==> src/rtl/fwd_hazard_unit_if.sv <==
// DE-side bundle of the forwarding/hazard unit.
// Master is the pipeline control; slave is fwd_hazard_unit.
interface fwd_hazard_unit_if #(
  parameter int NUM_SRC = 2,
  parameter int LAT_W   = 6,
  parameter int SEL_W   = 2
);
  logic                     ADV;
  logic                     FLUSH;
  logic [NUM_SRC*5-1:0]     RS_DE;
  logic [NUM_SRC-1:0]       RS_USED_DE;
  logic [4:0]               RD_DE;
  logic                     RegWrite_DE;
  logic                     IsLoad_DE;
  logic                     IsLong_DE;
  logic [LAT_W-1:0]         LAT_DE;
  logic [NUM_SRC*SEL_W-1:0] FWD_SEL;
  logic                     STALL;
  logic                     LONG_BUSY;
  logic                     LONG_DONE;
  logic [4:0]               LONG_RD;

  modport master (
    output ADV, FLUSH, RS_DE, RS_USED_DE, RD_DE,
    output RegWrite_DE, IsLoad_DE, IsLong_DE, LAT_DE,
    input  FWD_SEL, STALL, LONG_BUSY, LONG_DONE, LONG_RD
  );

  modport slave (
    input  ADV, FLUSH, RS_DE, RS_USED_DE, RD_DE,
    input  RegWrite_DE, IsLoad_DE, IsLong_DE, LAT_DE,
    output FWD_SEL, STALL, LONG_BUSY, LONG_DONE, LONG_RD
  );
endinterface

==> src/rtl/fwd_hazard_unit.sv <==
// Forwarding select, load-use and long-op hazard unit
// beside the DE register; tracks DEPTH in-flight writes.
module fwd_hazard_unit #(
  parameter int NUM_SRC = 2,
  parameter int DEPTH   = 2,
  parameter int LAT_W   = 6,
  parameter int SEL_W   = $clog2(DEPTH+1)
) (
  input logic            clk,
  input logic            rst_n,
  fwd_hazard_unit_if.slave bus
);

  typedef struct packed {
    logic       valid;
    logic [4:0] rd;
    logic       regwrite;
    logic       load;
  } rec_t;

  rec_t                     rec [1:DEPTH];
  rec_t                     de_rec;
  logic [DEPTH:1]           writer;
  logic [4:0]               src [NUM_SRC];
  logic [NUM_SRC-1:0]       used;
  logic [NUM_SRC*SEL_W-1:0] sel;

  logic             long_busy;
  logic [LAT_W-1:0] long_cnt;
  logic [4:0]       long_rd;
  logic [LAT_W-1:0] lat_eff;

  logic long_done;
  logic load_use;
  logic long_hit;
  logic long_stall;
  logic stall;
  logic issue;

  for (genvar g = 0; g < NUM_SRC; g++) begin : g_src
    assign src[g]  = bus.RS_DE[5*g +: 5];
    assign used[g] = bus.RS_USED_DE[g] && (src[g] != 5'd0);
  end

  for (genvar k = 1; k <= DEPTH; k++) begin : g_wr
    assign writer[k] = rec[k].valid && rec[k].regwrite
                       && (rec[k].rd != 5'd0);
  end

  // ascending scan so the youngest matching record wins
  always_comb begin
    sel      = '0;
    load_use = 1'b0;
    long_hit = 1'b0;
    for (int i = 0; i < NUM_SRC; i++) begin
      for (int k = 1; k <= DEPTH; k++) begin
        if (used[i] && writer[k] && rec[k].rd == src[i])
          sel[i*SEL_W +: SEL_W] = SEL_W'(k);
      end
      if (used[i] && writer[DEPTH] && rec[DEPTH].load
          && rec[DEPTH].rd == src[i])
        load_use = 1'b1;
      if (used[i] && src[i] == long_rd)
        long_hit = 1'b1;
    end
  end

  assign long_done  = long_busy && (long_cnt == '0);
  assign long_stall = long_busy && (long_hit || bus.IsLong_DE
                      || (bus.RegWrite_DE && bus.RD_DE == long_rd));
  assign stall      = (load_use || long_stall) && !bus.FLUSH;
  assign issue      = bus.ADV && !bus.FLUSH && !stall;
  assign lat_eff    = (bus.LAT_DE == '0) ? LAT_W'(1) : bus.LAT_DE;

  // long ops never forward; their write belongs to the long slot
  assign de_rec = {1'b1, bus.RD_DE,
                   bus.RegWrite_DE && !bus.IsLong_DE,
                   bus.IsLoad_DE};

  always_ff @(posedge clk) begin
    if (!rst_n) begin
      for (int k = 1; k <= DEPTH; k++) rec[k] <= '0;
    end else if (bus.ADV) begin
      for (int k = 1; k < DEPTH; k++) rec[k] <= rec[k+1];
      rec[DEPTH] <= issue ? de_rec : '0;
    end
  end

  // counter runs independently of ADV
  always_ff @(posedge clk) begin
    if (!rst_n) begin
      long_busy <= 1'b0;
      long_cnt  <= '0;
      long_rd   <= 5'd0;
    end else begin
      if (long_busy) begin
        if (long_cnt == '0) long_busy <= 1'b0;
        else                long_cnt  <= long_cnt - 1'b1;
      end
      if (issue && bus.IsLong_DE) begin
        long_busy <= 1'b1;
        long_rd   <= bus.RD_DE;
        long_cnt  <= lat_eff;
      end
    end
  end

  assign bus.FWD_SEL   = sel;
  assign bus.STALL     = stall;
  assign bus.LONG_BUSY = long_busy;
  assign bus.LONG_DONE = long_done;
  assign bus.LONG_RD   = long_rd;

endmodule

==> src/flat_wrapper.sv <==
// flat-port wrapper written by rule: the top's interface ports become plain ports
module fwd_hazard_unit_flat 
#(
  parameter int NUM_SRC = 2,
  parameter int DEPTH   = 2,
  parameter int LAT_W   = 6,
  parameter int SEL_W   = $clog2(DEPTH+1)
)
  (clk, rst_n, bus_ADV, bus_FLUSH, bus_RS_DE, bus_RS_USED_DE, bus_RD_DE, bus_RegWrite_DE, bus_IsLoad_DE, bus_IsLong_DE, bus_LAT_DE, bus_FWD_SEL, bus_STALL, bus_LONG_BUSY, bus_LONG_DONE, bus_LONG_RD);
  fwd_hazard_unit_if #(.NUM_SRC(NUM_SRC), .LAT_W(LAT_W), .SEL_W(SEL_W)) bus_i ();
  input logic clk;
  input logic rst_n;
  input wire logic [$bits(bus_i.ADV)-1:0] bus_ADV;
  input wire logic [$bits(bus_i.FLUSH)-1:0] bus_FLUSH;
  input wire logic [$bits(bus_i.RS_DE)-1:0] bus_RS_DE;
  input wire logic [$bits(bus_i.RS_USED_DE)-1:0] bus_RS_USED_DE;
  input wire logic [$bits(bus_i.RD_DE)-1:0] bus_RD_DE;
  input wire logic [$bits(bus_i.RegWrite_DE)-1:0] bus_RegWrite_DE;
  input wire logic [$bits(bus_i.IsLoad_DE)-1:0] bus_IsLoad_DE;
  input wire logic [$bits(bus_i.IsLong_DE)-1:0] bus_IsLong_DE;
  input wire logic [$bits(bus_i.LAT_DE)-1:0] bus_LAT_DE;
  output wire logic [$bits(bus_i.FWD_SEL)-1:0] bus_FWD_SEL;
  output wire logic [$bits(bus_i.STALL)-1:0] bus_STALL;
  output wire logic [$bits(bus_i.LONG_BUSY)-1:0] bus_LONG_BUSY;
  output wire logic [$bits(bus_i.LONG_DONE)-1:0] bus_LONG_DONE;
  output wire logic [$bits(bus_i.LONG_RD)-1:0] bus_LONG_RD;
  assign bus_i.ADV = bus_ADV;
  assign bus_i.FLUSH = bus_FLUSH;
  assign bus_i.RS_DE = bus_RS_DE;
  assign bus_i.RS_USED_DE = bus_RS_USED_DE;
  assign bus_i.RD_DE = bus_RD_DE;
  assign bus_i.RegWrite_DE = bus_RegWrite_DE;
  assign bus_i.IsLoad_DE = bus_IsLoad_DE;
  assign bus_i.IsLong_DE = bus_IsLong_DE;
  assign bus_i.LAT_DE = bus_LAT_DE;
  assign bus_FWD_SEL = bus_i.FWD_SEL;
  assign bus_STALL = bus_i.STALL;
  assign bus_LONG_BUSY = bus_i.LONG_BUSY;
  assign bus_LONG_DONE = bus_i.LONG_DONE;
  assign bus_LONG_RD = bus_i.LONG_RD;
  fwd_hazard_unit #(.NUM_SRC(NUM_SRC), .DEPTH(DEPTH), .LAT_W(LAT_W), .SEL_W(SEL_W)) u_core (.clk(clk), .rst_n(rst_n), .bus(bus_i));
endmodule
==> config.mk <==
export PLATFORM = sky130hd
export DESIGN_NAME = fwd_hazard_unit_flat
export DESIGN_NICKNAME = d
export VERILOG_FILES = /design/src/rtl/fwd_hazard_unit_if.sv /design/src/rtl/fwd_hazard_unit.sv /design/src/flat_wrapper.sv
export SDC_FILE = /design/constraint.sdc
export NUM_CORES = 1
export LEC_CHECK = 0
export ABC_AREA = 1
export BUFFER_PORTS_ARGS = -buffer_cell sky130_fd_sc_hd__buf_2
export CORE_MARGIN = 3
export CORE_UTILIZATION = 45
export DETAILED_ROUTE_END_ITERATION = 10
export HOLD_SLACK_MARGIN = 0.08
export PLACE_DENSITY = 0.78
export SKIP_LAST_GASP = 1
export SLEW_MARGIN = 20
export SYNTH_ARGS = -nofsm -noshare
export SYNTH_HDL_FRONTEND = slang
export SYNTH_SLANG_ARGS = --single-unit
==> constraint.sdc <==
create_clock -name clk -period 2.3 [get_ports clk]
set_input_delay 0.115 -clock clk [delete_from_list [all_inputs] [get_ports clk]]
set_output_delay 0.115 -clock clk [all_outputs]
set_load 0.05 [all_outputs]
==> results of run 1 <==
## registers in the layout, summed over array words and instances, names as in the netlist
| register | count |
|---|---|
| u_core.long_cnt | 6 |
| u_core.rec | 15 |
| u_core.bus.LONG_BUSY | 1 |
| u_core.bus.LONG_RD | 5 |
## area by class of cell
class | count | area, µm² | share of cell area [%]
Multi-Input combinational cell | 198 | 1040 | 47.22
Sequential cell | 27 | 690.7 | 31.36
Timing Repair Buffer | 41 | 205.2 | 9.318
Inverter | 42 | 157.7 | 7.159
Tap cell | 50 | 62.56 | 2.841
Clock buffer | 3 | 41.29 | 1.875
Clock inverter | 1 | 5.005 | 0.2273
## worst reg2reg max path, cell delays in order, from the launching register on
cell      delay [ns]
edfxtp_1        0.40
inv_1           0.15
o21ai_0         0.10
nor2_1          0.09
nand2_1         0.05
nor2_1          0.13
nand2_1         0.11
nand2_2         0.07
nand2_2         0.06
and3_1          0.19
nand2_1         0.24
nor2_1          0.08
## layer usage
metal,share of wire [%],vias to the layer above,wire length [µm],global-route usage (%)
met3,7.1,11,330,3.267
li1,-,941,-,-
met4,2.3,0,104,7.724
met5,0,-,0,0
met1,45,814,2089,25.76
met2,45,65,2095,30.90
## kinds of logic after synthesis
logic type               count (synthesis)  share of synthesized area (%)
AO/OA/AOI/OAI                           27                          7.880
XOR/XNOR                                23                          10.57
adder cells (fa/ha/maj)                  2                          1.313
buffers and inverters                   45                          9.848
flip-flops                              27                          36.24
AND/OR/NAND/NOR                        146                          34.14
## worst min path at each step
stage	startpoint	end	slack, ns	cells past startpoint
floorplan	rst_n	u_core.bus.LONG_RD[1]	0.26	2
detailed placement	bus_RD_DE[3]	u_core.bus.LONG_RD[3]	0.42	3
global placement	bus_IsLoad_DE	u_core.rec[2][0]	0.41	3
CTS	bus_RD_DE[4]	u_core.bus.LONG_RD[4]	0.13	3
global route	bus_RD_DE[4]	u_core.bus.LONG_RD[4]	0.16	3
finish	bus_RD_DE[4]	u_core.bus.LONG_RD[4]	0.13	3
## metrics by stage
stage / utilization (%) / total power (µW)
finish: 54.66 / 1123
global route: 54.66 / 1178
floorplan: - / 764.6
global placement: 53.51 / 846.9
detailed placement: 53.51 / 849.7
CTS: 54.66 / 1127
## synthesized netlist by cell type (2+ instances only)
cell type,instances,area (µm²)
o21ai_0,4,20.02
dfxtp_1,12,240.2
o21ai_1,6,30.03
nand2_2,5,31.28
nand3_2,3,30.03
nor4_1,2,12.51
a21oi_1,13,65.06
nor2_1,41,153.9
nor3_1,4,20.02
xnor2_1,12,105.1
xor2_1,11,96.34
nand2_1,66,247.7
inv_2,3,11.26
nand4_1,7,43.79
edfxtp_1,15,450.4
nand3_1,13,65.06
ha_1,2,25.02
inv_1,39,146.4
## report_power, final
part           switching, µW  total, µW  internal (µW)  leakage, µW
clock network            162        284            122    0.0000255
registers               30.1        570            540     0.000264
logic                    168        269            102     0.000825
total                    360       1120            763      0.00112
==> parameters.txt, run 1 <==
Parameter                              Value

Run status
  Run status ... finished clean

Worst setup path
  Worst path cell trace ... inv_1 -> nand3_1 -> o21ai_1 -> nor2_1 -> nand3_1 -> nand2_1 -> a21oi_1 -> nor2_1 -> buf_2
  R2R cell count ... 11
  Crit-path max cell delay ... 0.44 ns
  Critical Path Source ... u_core.rec[2][6]
  Startpoint of the lowest-slack register-to-register path ... u_core.rec[2][3]
  Capture point of the critical path ... bus_STALL
  Crit path launch type ... flip-flop
  Required arrival time at the worst endpoint ... 2.18 ns
  Worst path buffer plus inverter count ... 2
  Startpoint-to-endpoint class of the critical path ... flip-flop to output pin
  Slack of the worst reg-to-reg path ... 0.39 ns
  Critical path arrival ... 2.00 ns
  Critical path endpoint category ... output pin
  Peak fanout along the critical path ... 6
  Destination of the worst register-to-register timing path ... u_core.rec[2][5]
  Top delay family on crit path ... compound AO/OA/AOI/OAI gates
  Critical path depth in cells ... 9
  Standard cell with the maximum stage delay on the critical path ... edfxtp_1

Cells and area
  Most used cells in the layout excluding fill and tap cells ... nand2_1, nor2_1, buf_2, inv_1, edfxtp_1
  Finished Cell Area ... 0.002202 mm²
  Post-route non-filler standard cell count ... 362
  N_diodes ... 0
  Area added between synthesis and finish ... 15.56%
  Layout filler cell count ... 408
  Nets ... 345
  Most common cell after layout, fill and taps aside ... nand2_1
  Share of post-route cells with drive strength above 1 ... 20.51%

STA
  Least setup slack across all paths after layout ... 0.1816 ns
  Final setup violation count ... 0
  Achievable frequency ... 472.1 MHz
  Endpoints failing hold ... 0
  Final count of pins violating max slew ... 0
  Worst clock skew ... 0.009569 ns
  Worst hold slack ... 0.1327 ns
  Slew at the pin closest to its max-slew limit ... 0.6713 ns
  Post-Route Setup TNS ... 0 ns
  Relative slew margins ... 55.14%
  Post-route clock period utilization ... 92.10%
  Time the worst path needs with I/O delays and setup ... 2.118 ns
  Setup repair after global routing missed its margin ... no

Routing
  Starting DRT DRC Count ... 146
  Detail-routed net length per standard cell ... 12.76 µm
  Number of remaining DRC errors ... 0
  Detailed-routing iteration count for the pre-antenna-repair pass ... 4
  Total number of vias ... 1831
  Routed Wire Length ... 4619 µm
  DRT antenna net count ... 0
  Detailed-route vias per instance ... 5.058

Placed design
  Port buffer count ... 41
  Half-perimeter wire length after placement ... 3640 µm
  Pre-CTS setup slack ... 0.3626 ns
  Area of placed instances ... 0.002156 mm²
  Placed instance count ... 358
  Final Wtd Congestion ... 0.9041

Power
  Max rail drop VDD ... 0.3409 mV
  Cell leakage power ... 0.001115 µW
  Power density over the cells ... 510.0 mW/mm²

Yosys
  Avg Cell Area, Syn ... 7.058 µm²
  Count of flip-flops with a built-in enable after synthesis ... 15
  Post-synthesis async set-or-reset flop share ... 0%
  Flip-flop and latch count after synthesis ... 27
  Post-Syn Nets ... 302
  Post-synth cell types ... 30
  Number of warnings printed during yosys synthesis ... 0
  Synthesized area ... 0.001906 mm²
  Leading register cell type out of synthesis ... edfxtp_1
  Cells after Synth ... 270
  Sequential fraction of the synthesis area ... 36.24%

Global routing
  Final global-route overflow total ... 0
  Number of global-route vias before repair ... 1687
  Total routing resource utilization after global routing ... 19.23%
  Wire length of the first global-routing pass ... 7776 µm
  Antenna violations before repair ... 0
  Largest net degree at the start of global routing ... 23

Floorplanning
  Initial standard-cell utilization of the core ... 47.30%
  I/O pins ... 42
  Die Span Y ... 71.08 µm
  Die outline area ... 0.005052 mm²
  Floorplan row count ... 23
  Die Wd ... 71.08 µm
  Standard cell core area ... 0.004029 mm²

Clock tree
  Hold buffers post-CTS ... 0
  Clock tree from TritonCTS ... done
  Total number of clock tree sinks ... 27
  Post-CTS clock slew at the launch and capture registers of the worst setup and hold paths ... 0.10 ns
  Number of levels in the clock H-tree ... 1
  Skew-Pair Late Insertion Delay ... 0.28 ns
  Maximum number of buffers from clock root to sink ... 2
  Root Buffer Master ... clkbuf_8
  Clock buffer count from CTS ... 3
  Count of cells resized by post-cts repair ... 0
  # Post-CTS Setup Buffers ... 0

Run
  Number of violations of the max-capacitance limit ... 0

Hold path
  Path class of the lowest-slack min-delay path ... input port to flip-flop
Note: power is estimated with default switching activity, not from simulation.
==> inputs of run 2 (changes only) <==
--- a/config.mk
+++ b/config.mk
@@ -7,11 +7,13 @@
 export LEC_CHECK = 0
 export ABC_AREA = 1
 export BUFFER_PORTS_ARGS = -buffer_cell sky130_fd_sc_hd__buf_2
+export CORE_ASPECT_RATIO = 0.9
 export CORE_MARGIN = 3
 export CORE_UTILIZATION = 45
 export DETAILED_ROUTE_END_ITERATION = 10
 export HOLD_SLACK_MARGIN = 0.08
 export PLACE_DENSITY = 0.78
+export SETUP_SLACK_MARGIN = 0.02
 export SKIP_LAST_GASP = 1
 export SLEW_MARGIN = 20
 export SYNTH_ARGS = -nofsm -noshare
==> run 2 against run 1 <==
Register-to-register slack worse by 0.03 ns. Via count rose by 0.38%. Clock power is 2% lower. Worst setup slack better by 0.041 ns. Global-route usage down 0.28 points. First-iteration DRC count fell by 23%. Flip-flop and latch count is the same. Critical path depth down 5. Count of clock-buffer cells in the layout increased by 1. Fmax increased by 2.0%. Design area shrank 0.11%. Sequential power about the same. Critical endpoint is now bus_FWD_SEL[0].
==> parameters.txt, run 2 (synthesis results as in run 1) <==
Parameter                              Value

Clock tree
  Clock tree from TritonCTS ... done
  Skew-Pair Late Insertion Delay ... 0.27 ns (about the same)
  Number of levels in the clock H-tree ... 1 (unchanged)
  Clock buffer count from CTS ... 3 (unchanged)
  # Post-CTS Setup Buffers ... 0 (unchanged)
  Root Buffer Master ... clkbuf_8
  Maximum number of buffers from clock root to sink ... 2 (unchanged)
  Total number of clock tree sinks ... 27 (unchanged)
  Post-CTS clock slew at the launch and capture registers of the worst setup and hold paths ... 0.10 ns (about the same)

Placed design
  Port buffer count ... 41 (unchanged)
  Area of placed instances ... 0.002151 mm² (-0.23%)
  Pre-CTS setup slack ... 0.3867 ns (+0.02412 ns)
  Half-perimeter wire length after placement ... 3544 µm (-2.6%)
  Final Wtd Congestion ... 0.8905 (-1.5%)
  Placed instance count ... 354 (-1.1%)

Cells and area
  Number of flip-flops in the largest register ... 15 (unchanged)
  Area added between synthesis and finish ... 15.43%
  Layout filler cell count ... 365 (-11%)
  Nets ... 345 (unchanged)
  N_diodes ... 0 (unchanged)
  Finished Cell Area ... 0.002200 mm² (-0.11%)
  Share of post-route cells with drive strength above 1 ... 20.51% (unchanged)
  Most common cell after layout, fill and taps aside ... nand2_1
  Most used cells in the layout excluding fill and tap cells ... nand2_1, nor2_1, buf_2, inv_1, edfxtp_1
  Largest register by flop count ... u_core.rec
  Post-route non-filler standard cell count ... 358 (-1.1%)

Worst setup path
  Critical path endpoint category ... output pin
  Peak fanout along the critical path ... 3 (-3)
  Startpoint-to-endpoint class of the critical path ... flip-flop to output pin
  Slack of the worst reg-to-reg path ... 0.36 ns (-0.03 ns)
  Required arrival time at the worst endpoint ... 2.18 ns (about the same)
  Crit path launch type ... flip-flop
  Destination of the worst register-to-register timing path ... u_core.rec[2][2]
  Critical path arrival ... 1.96 ns (-0.04 ns)
  Startpoint of the lowest-slack register-to-register path ... u_core.rec[2][3]
  R2R cell count ... 11 (unchanged)

Global routing
  Antenna violations before repair ... 0 (unchanged)
  Total routing resource utilization after global routing ... 18.95% (-0.28 points)
  Largest net degree at the start of global routing ... 23 (unchanged)
  Number of global-route vias before repair ... 1607 (-4.7%)
  Wire length of the first global-routing pass ... 7389 µm (-5.0%)
  Final global-route overflow total ... 0 (unchanged)

STA
  Achievable frequency ... 481.4 MHz (+2.0%)
  Endpoints failing hold ... 0 (unchanged)
  Setup repair after global routing missed its margin ... no
  Worst clock skew ... 0.005929 ns (-0.003640 ns)
  Post-route clock period utilization ... 90.31% (-1.8 points)
  Least setup slack across all paths after layout ... 0.2229 ns (+0.04129 ns)
  Final count of pins violating max slew ... 0 (unchanged)
  Time the worst path needs with I/O delays and setup ... 2.077 ns (-0.04129 ns)
  Final setup violation count ... 0 (unchanged)
  Slew at the pin closest to its max-slew limit ... 0.6485 ns (-0.02285 ns)
  Relative slew margins ... 56.66% (+1.5 points)
  Post-Route Setup TNS ... 0 ns (unchanged)

Routing
  Detail-routed net length per standard cell ... 12.49 µm (-2.1%)
  Routed Wire Length ... 4472 µm (-3.2%)
  DRT antenna net count ... 0 (unchanged)
  Number of remaining DRC errors ... 0 (unchanged)
  Detailed-route vias per instance ... 5.134 (+1.5%)
  Starting DRT DRC Count ... 112 (-23%)
  Detailed-routing iteration count for the pre-antenna-repair pass ... 5 (+1)
  Total number of vias ... 1838 (+0.38%)

Power
  Cell leakage power ... 0.001113 µW (-0.17%)
  Total power consumption of the routed design ... 1117 µW (-0.59%)
  Power density over the cells ... 507.6 mW/mm² (-0.48%)
  Max rail drop VDD ... 0.3595 mV (+5.5%)

Hold path
  Worst Hold Launch ... bus_IsLoad_DE
  Hold Path End ... u_core.rec[2][0]
  Instance count along the most critical hold path ... 3 (unchanged)
  Path class of the lowest-slack min-delay path ... input port to flip-flop

Floorplanning
  Die Span Y ... 67.74 µm (-4.7%)
  Die outline area ... 0.005053 mm² (about the same)
  Standard cell core area ... 0.003889 mm² (-3.5%)
  Die Wd ... 74.60 µm (+5.0%)
  I/O pins ... 42 (unchanged)
  Initial standard-cell utilization of the core ... 49.00% (+1.7 points)
  Floorplan row count ... 21 (-8.7%)

Run
  Number of violations of the max-capacitance limit ... 0 (unchanged)

Run status
  Run status ... finished clean
## run 2: cell count changes in the layout (fill, tap and decap cells not counted)
cell / previous run / this run
a21oi_1: 13 / 12
a21oi_2: 1 / 2
clkinv_2: 1 / 0
clkbuf_1: 0 / 1
## run 2: power breakdown
part | internal (µW) | switching [µW] | total [µW]
clock | 124 | 154 | 278
sequential | 540 | 30.4 | 570
combinational | 102 | 167 | 268
total | 766 | 351 | 1120
## run 2: timing repair
item / 4_1_cts / 5_1_grt
endpoints found under the hold margin: 0 / 0
resized for setup: 0 / 1
hold buffers: 0 / 0
endpoints found under the setup margin: 0 / 1
## run 2: layout make-up
type	count	area, µm²	share of cell area (%)
multi-input combinational	198	1044	47.44
sequential	27	690.7	31.40
timing repair buffer	41	205.2	9.329
inverter	42	157.7	7.167
tap	46	57.56	2.617
clock buffer	4	45.04	2.048
## run 2: worst max-delay path by stage
stage	slack [ns]	start	depth (start not counted)	endpoint
5_1_grt	0.12	u_core.rec[2][3]	8	bus_FWD_SEL[0]
3_5_place_dp	0.39	u_core.rec[2][3]	11	u_core.rec[2][4]
4_1_cts	0.22	u_core.rec[1][5]	4	bus_FWD_SEL[0]
6_report	0.22	u_core.rec[1][5]	4	bus_FWD_SEL[0]
3_3_place_gp	0.40	u_core.rec[2][3]	11	u_core.rec[2][6]
2_1_floorplan	0.08	u_core.rec[2][6]	7	bus_FWD_SEL[0]
## run 2: metal layers
metal	part of all wire (%)	GRT usage (%)	up-vias
met3	9.2	4.167	4
met4	0.63	2.667	0
li1	-	-	941
met2	45	30.48	87
met5	0	0	-
met1	46	26.61	806
## run 2: critical path: stages (launching register included)
cell      delay [ns]
edfxtp_1        0.45
or3_1           0.40
o311ai_0        0.55
nor4_2          0.06
buf_2           0.23
## run 2: per-stage QoR
step                      util, %  hold slack, ns
final                       56.56          0.1295
after global routing        56.56          0.1409
after CTS                   56.47          0.1287
after detailed placement    55.31          0.4133
after global placement      55.31          0.4092
after floorplan                 -          0.2568
==> inputs of run 3 (changes only) <==
--- a/config.mk
+++ b/config.mk
@@ -5,14 +5,13 @@
 export SDC_FILE = /design/constraint.sdc
 export NUM_CORES = 1
 export LEC_CHECK = 0
-export ABC_AREA = 1
 export BUFFER_PORTS_ARGS = -buffer_cell sky130_fd_sc_hd__buf_2
 export CORE_ASPECT_RATIO = 0.9
 export CORE_MARGIN = 3
 export CORE_UTILIZATION = 45
 export DETAILED_ROUTE_END_ITERATION = 10
 export HOLD_SLACK_MARGIN = 0.08
-export PLACE_DENSITY = 0.78
+export PLACE_DENSITY = 0.79
 export SETUP_SLACK_MARGIN = 0.02
 export SKIP_LAST_GASP = 1
 export SLEW_MARGIN = 20
==> run 3 against run 2 <==
Critical path depth grew 4. Register-to-register slack lost 0.30 ns. Routed wire length shrank 12%. Worst hold slack lost 0.035 ns. Critical endpoint is now bus_STALL. Largest power group unchanged.
==> parameters.txt, run 3 <==
Parameter                              Value

STA
  Endpoints failing hold ... 0 (unchanged)
  Slew at the pin closest to its max-slew limit ... 0.6860 ns (+0.03749 ns)
  Relative slew margins ... 54.27% (-2.4 points)
  Setup repair after global routing missed its margin ... yes
  Final count of pins violating max slew ... 0 (unchanged)
  Achievable frequency ... 437.4 MHz (-9.2%)
  Post-Route Setup TNS ... 0 ns (unchanged)
  Post-route clock period utilization ... 99.41% (+9.1 points)
  Worst clock skew ... 0.007698 ns (+0.001769 ns)
  Time the worst path needs with I/O delays and setup ... 2.286 ns (+0.2093 ns)
  Final setup violation count ... 0 (unchanged)

Cells and area
  Most common cell after layout, fill and taps aside ... buf_2
  Finished Cell Area ... 0.002191 mm² (-0.40%)
  Area added between synthesis and finish ... 28.00%
  N_diodes ... 0 (unchanged)
  Number of flip-flops in the largest register ... 15 (unchanged)
  Nets ... 261 (-24%)
  Share of post-route cells with drive strength above 1 ... 31.14% (+11 points)
  Largest register by flop count ... u_core.rec
  Most used cells in the layout excluding fill and tap cells ... buf_2, xnor2_1, nand2_1, buf_4, edfxtp_1

Yosys
  Post-synth cell types ... 29 (-3.3%)
  Avg Cell Area, Syn ... 9.894 µm² (+40%)
  Dominant cells by area after synthesis ... edfxtp_1, xnor2_1, dfxtp_1, mux2i_1, nand2_1
  Count of flip-flops with a built-in enable after synthesis ... 15 (unchanged)
  Leading register cell type out of synthesis ... edfxtp_1
  Post-synthesis async set-or-reset flop share ... 0% (unchanged)
  Flip-flop and latch count after synthesis ... 27 (unchanged)
  Cells after Synth ... 173 (-36%)
  Post-Syn Nets ... 205 (-32%)
  Most repeated cell in the gate-level netlist after synthesis ... xnor2_1
  Number of warnings printed during yosys synthesis ... 0 (unchanged)
  Sequential fraction of the synthesis area ... 40.35% (+4.1 points)
  Area share of the largest cell type after synthesis ... 26.32% (+2.7 points)
  Synth cell count leaders ... xnor2_1, nand2_1, edfxtp_1
  Cell type with the largest total area after synthesis ... edfxtp_1
  Synthesized area ... 0.001712 mm² (-10%)

Clock tree
  Maximum number of buffers from clock root to sink ... 2 (unchanged)
  Skew-Pair Late Insertion Delay ... 0.27 ns (about the same)
  Post-CTS clock slew at the launch and capture registers of the worst setup and hold paths ... 0.09 ns (about the same)
  Root Buffer Master ... clkbuf_8
  Total number of clock tree sinks ... 27 (unchanged)
  Clock tree from TritonCTS ... done
  Number of levels in the clock H-tree ... 1 (unchanged)
  Clock buffer count from CTS ... 3 (unchanged)

Worst setup path
  Crit path launch type ... flip-flop
  Critical path arrival ... 2.17 ns (+0.21 ns)
  Startpoint-to-endpoint class of the critical path ... flip-flop to output pin
  Critical path endpoint category ... output pin
  Peak fanout along the critical path ... 3 (unchanged)
  Required arrival time at the worst endpoint ... 2.18 ns (about the same)

Global routing
  Antenna violations before repair ... 0 (unchanged)
  Total routing resource utilization after global routing ... 18.40% (-0.55 points)
  Largest net degree at the start of global routing ... 33 (+43%)
  Wire length of the first global-routing pass ... 6665 µm (-9.8%)
  Number of global-route vias before repair ... 1493 (-7.1%)
  Final global-route overflow total ... 0 (unchanged)

Routing
  Detailed-route vias per instance ... 5.287 (+3.0%)
  Starting DRT DRC Count ... 48 (-57%)
  Detail-routed net length per standard cell ... 14.50 µm (+16%)
  Total number of vias ... 1438 (-22%)
  Detailed-routing iteration count for the pre-antenna-repair pass ... 4 (-1)
  Number of remaining DRC errors ... 0 (unchanged)
  Routed Wire Length ... 3943 µm (-12%)
  DRT antenna net count ... 0 (unchanged)

Power
  Power density over the cells ... 483.7 mW/mm² (-4.7%)
  Max rail drop VDD ... 0.3415 mV (-5.0%)
  Cell leakage power ... 0.0008835 µW (-21%)
  Total power consumption of the routed design ... 1060 µW (-5.1%)

Placed design
  Half-perimeter wire length after placement ... 3115 µm (-12%)
  Area of placed instances ... 0.002123 mm² (-1.3%)
  Final Wtd Congestion ... 0.8484 (-4.7%)
  Port buffer count ... 41 (unchanged)

Floorplanning
  Standard cell core area ... 0.003503 mm² (-9.9%)
  Die Span Y ... 64.51 µm (-4.8%)
  Die Wd ... 71.01 µm (-4.8%)
  Die outline area ... 0.004581 mm² (-9.3%)
  Floorplan row count ... 20 (-4.8%)
  I/O pins ... 42 (unchanged)
  Initial standard-cell utilization of the core ... 48.86% (-0.15 points)

Run
  Number of violations of the max-capacitance limit ... 0 (unchanged)

Run status
  Run status ... finished clean

Hold path
  Path class of the lowest-slack min-delay path ... input port to flip-flop
==> run 3: cells by family (layout without fill, tap and decap cells) <==
group,after synthesis,count (layout),share of synthesized area [%]
xor+xnor,40,40,20.47
buf+inv,6,61,1.754
fa+ha+maj,2,2,1.462
mux,11,11,6.433
simple gates,76,76,24.27
flops,27,27,40.35
compound gates,11,11,5.263
==> run 3: worst paths after layout <==
kind	from	end	slack, ns	cells after the start
worst max-delay path	u_core.rec[2][2]	bus_STALL	0.01	8
worst min register to register	u_core.long_cnt[5]	u_core.long_cnt[5]	0.58	3
worst min-delay path	bus_LAT_DE[4]	u_core.long_cnt[4]	0.09	3
worst max register to register	u_core.rec[2][2]	u_core.rec[2][1]	0.06	7
==> run 3: layer usage <==
metal | routed length [µm] | global-route usage (%)
met2 | 1965 | 31.02
met5 | 0 | 0
met3 | 180 | 4.031
met4 | 148 | 8.451
met1 | 1648 | 22.36
==> run 3: layout make-up <==
cell class	instances	area, µm²
well taps	44	55.05
repair buffers	55	334.1
fillers	319	1313
multi-input cells	140	1057
flip-flops and latches	27	690.7
clock buffers	3	41.29
inverters	2	7.507
clock inverters	1	5.005
==> run 3: what timing repair did <==
| action | in CTS | in global routing |
|---|---|---|
| cloned | 0 | 0 |
| resized for setup | 3 | 4 |
| buffers inserted | 0 | 1 |
| pin swaps | 1 | 4 |
| setup endpoints to repair | 12 | 23 |
| hold buffers | 0 | 0 |
==> run 3: through the flow <==
stage / worst slack [ns] / util, % / hold slack, ns / std cells
finish: 0.01358 / 62.54 / 0.09472 / 272
global route: -0.1057 / 62.54 / 0.1043 / 272
CTS: -0.01305 / 62.18 / 0.08470 / 271
detailed placement: 0.03590 / 60.61 / 0.3771 / 267
global placement: 0.07977 / 60.61 / 0.3738 / 267
floorplan: -0.2357 / - / 0.2571 / 173
==> run 3: power by group <==
group	switching, µW	internal, µW
clock network	143	120
registers	20.5	536
logic	133	107
==> run 3: critical path, stage by stage (launching register included) <==
cell and delay, ns:
edfxtp_1 0.39, or4_1 0.53, o211ai_1 0.18, buf_4 0.17, nor4_4 0.04, o21a_2 0.26
nor2_2 0.13, nor2_2 0.04, buf_6 0.15
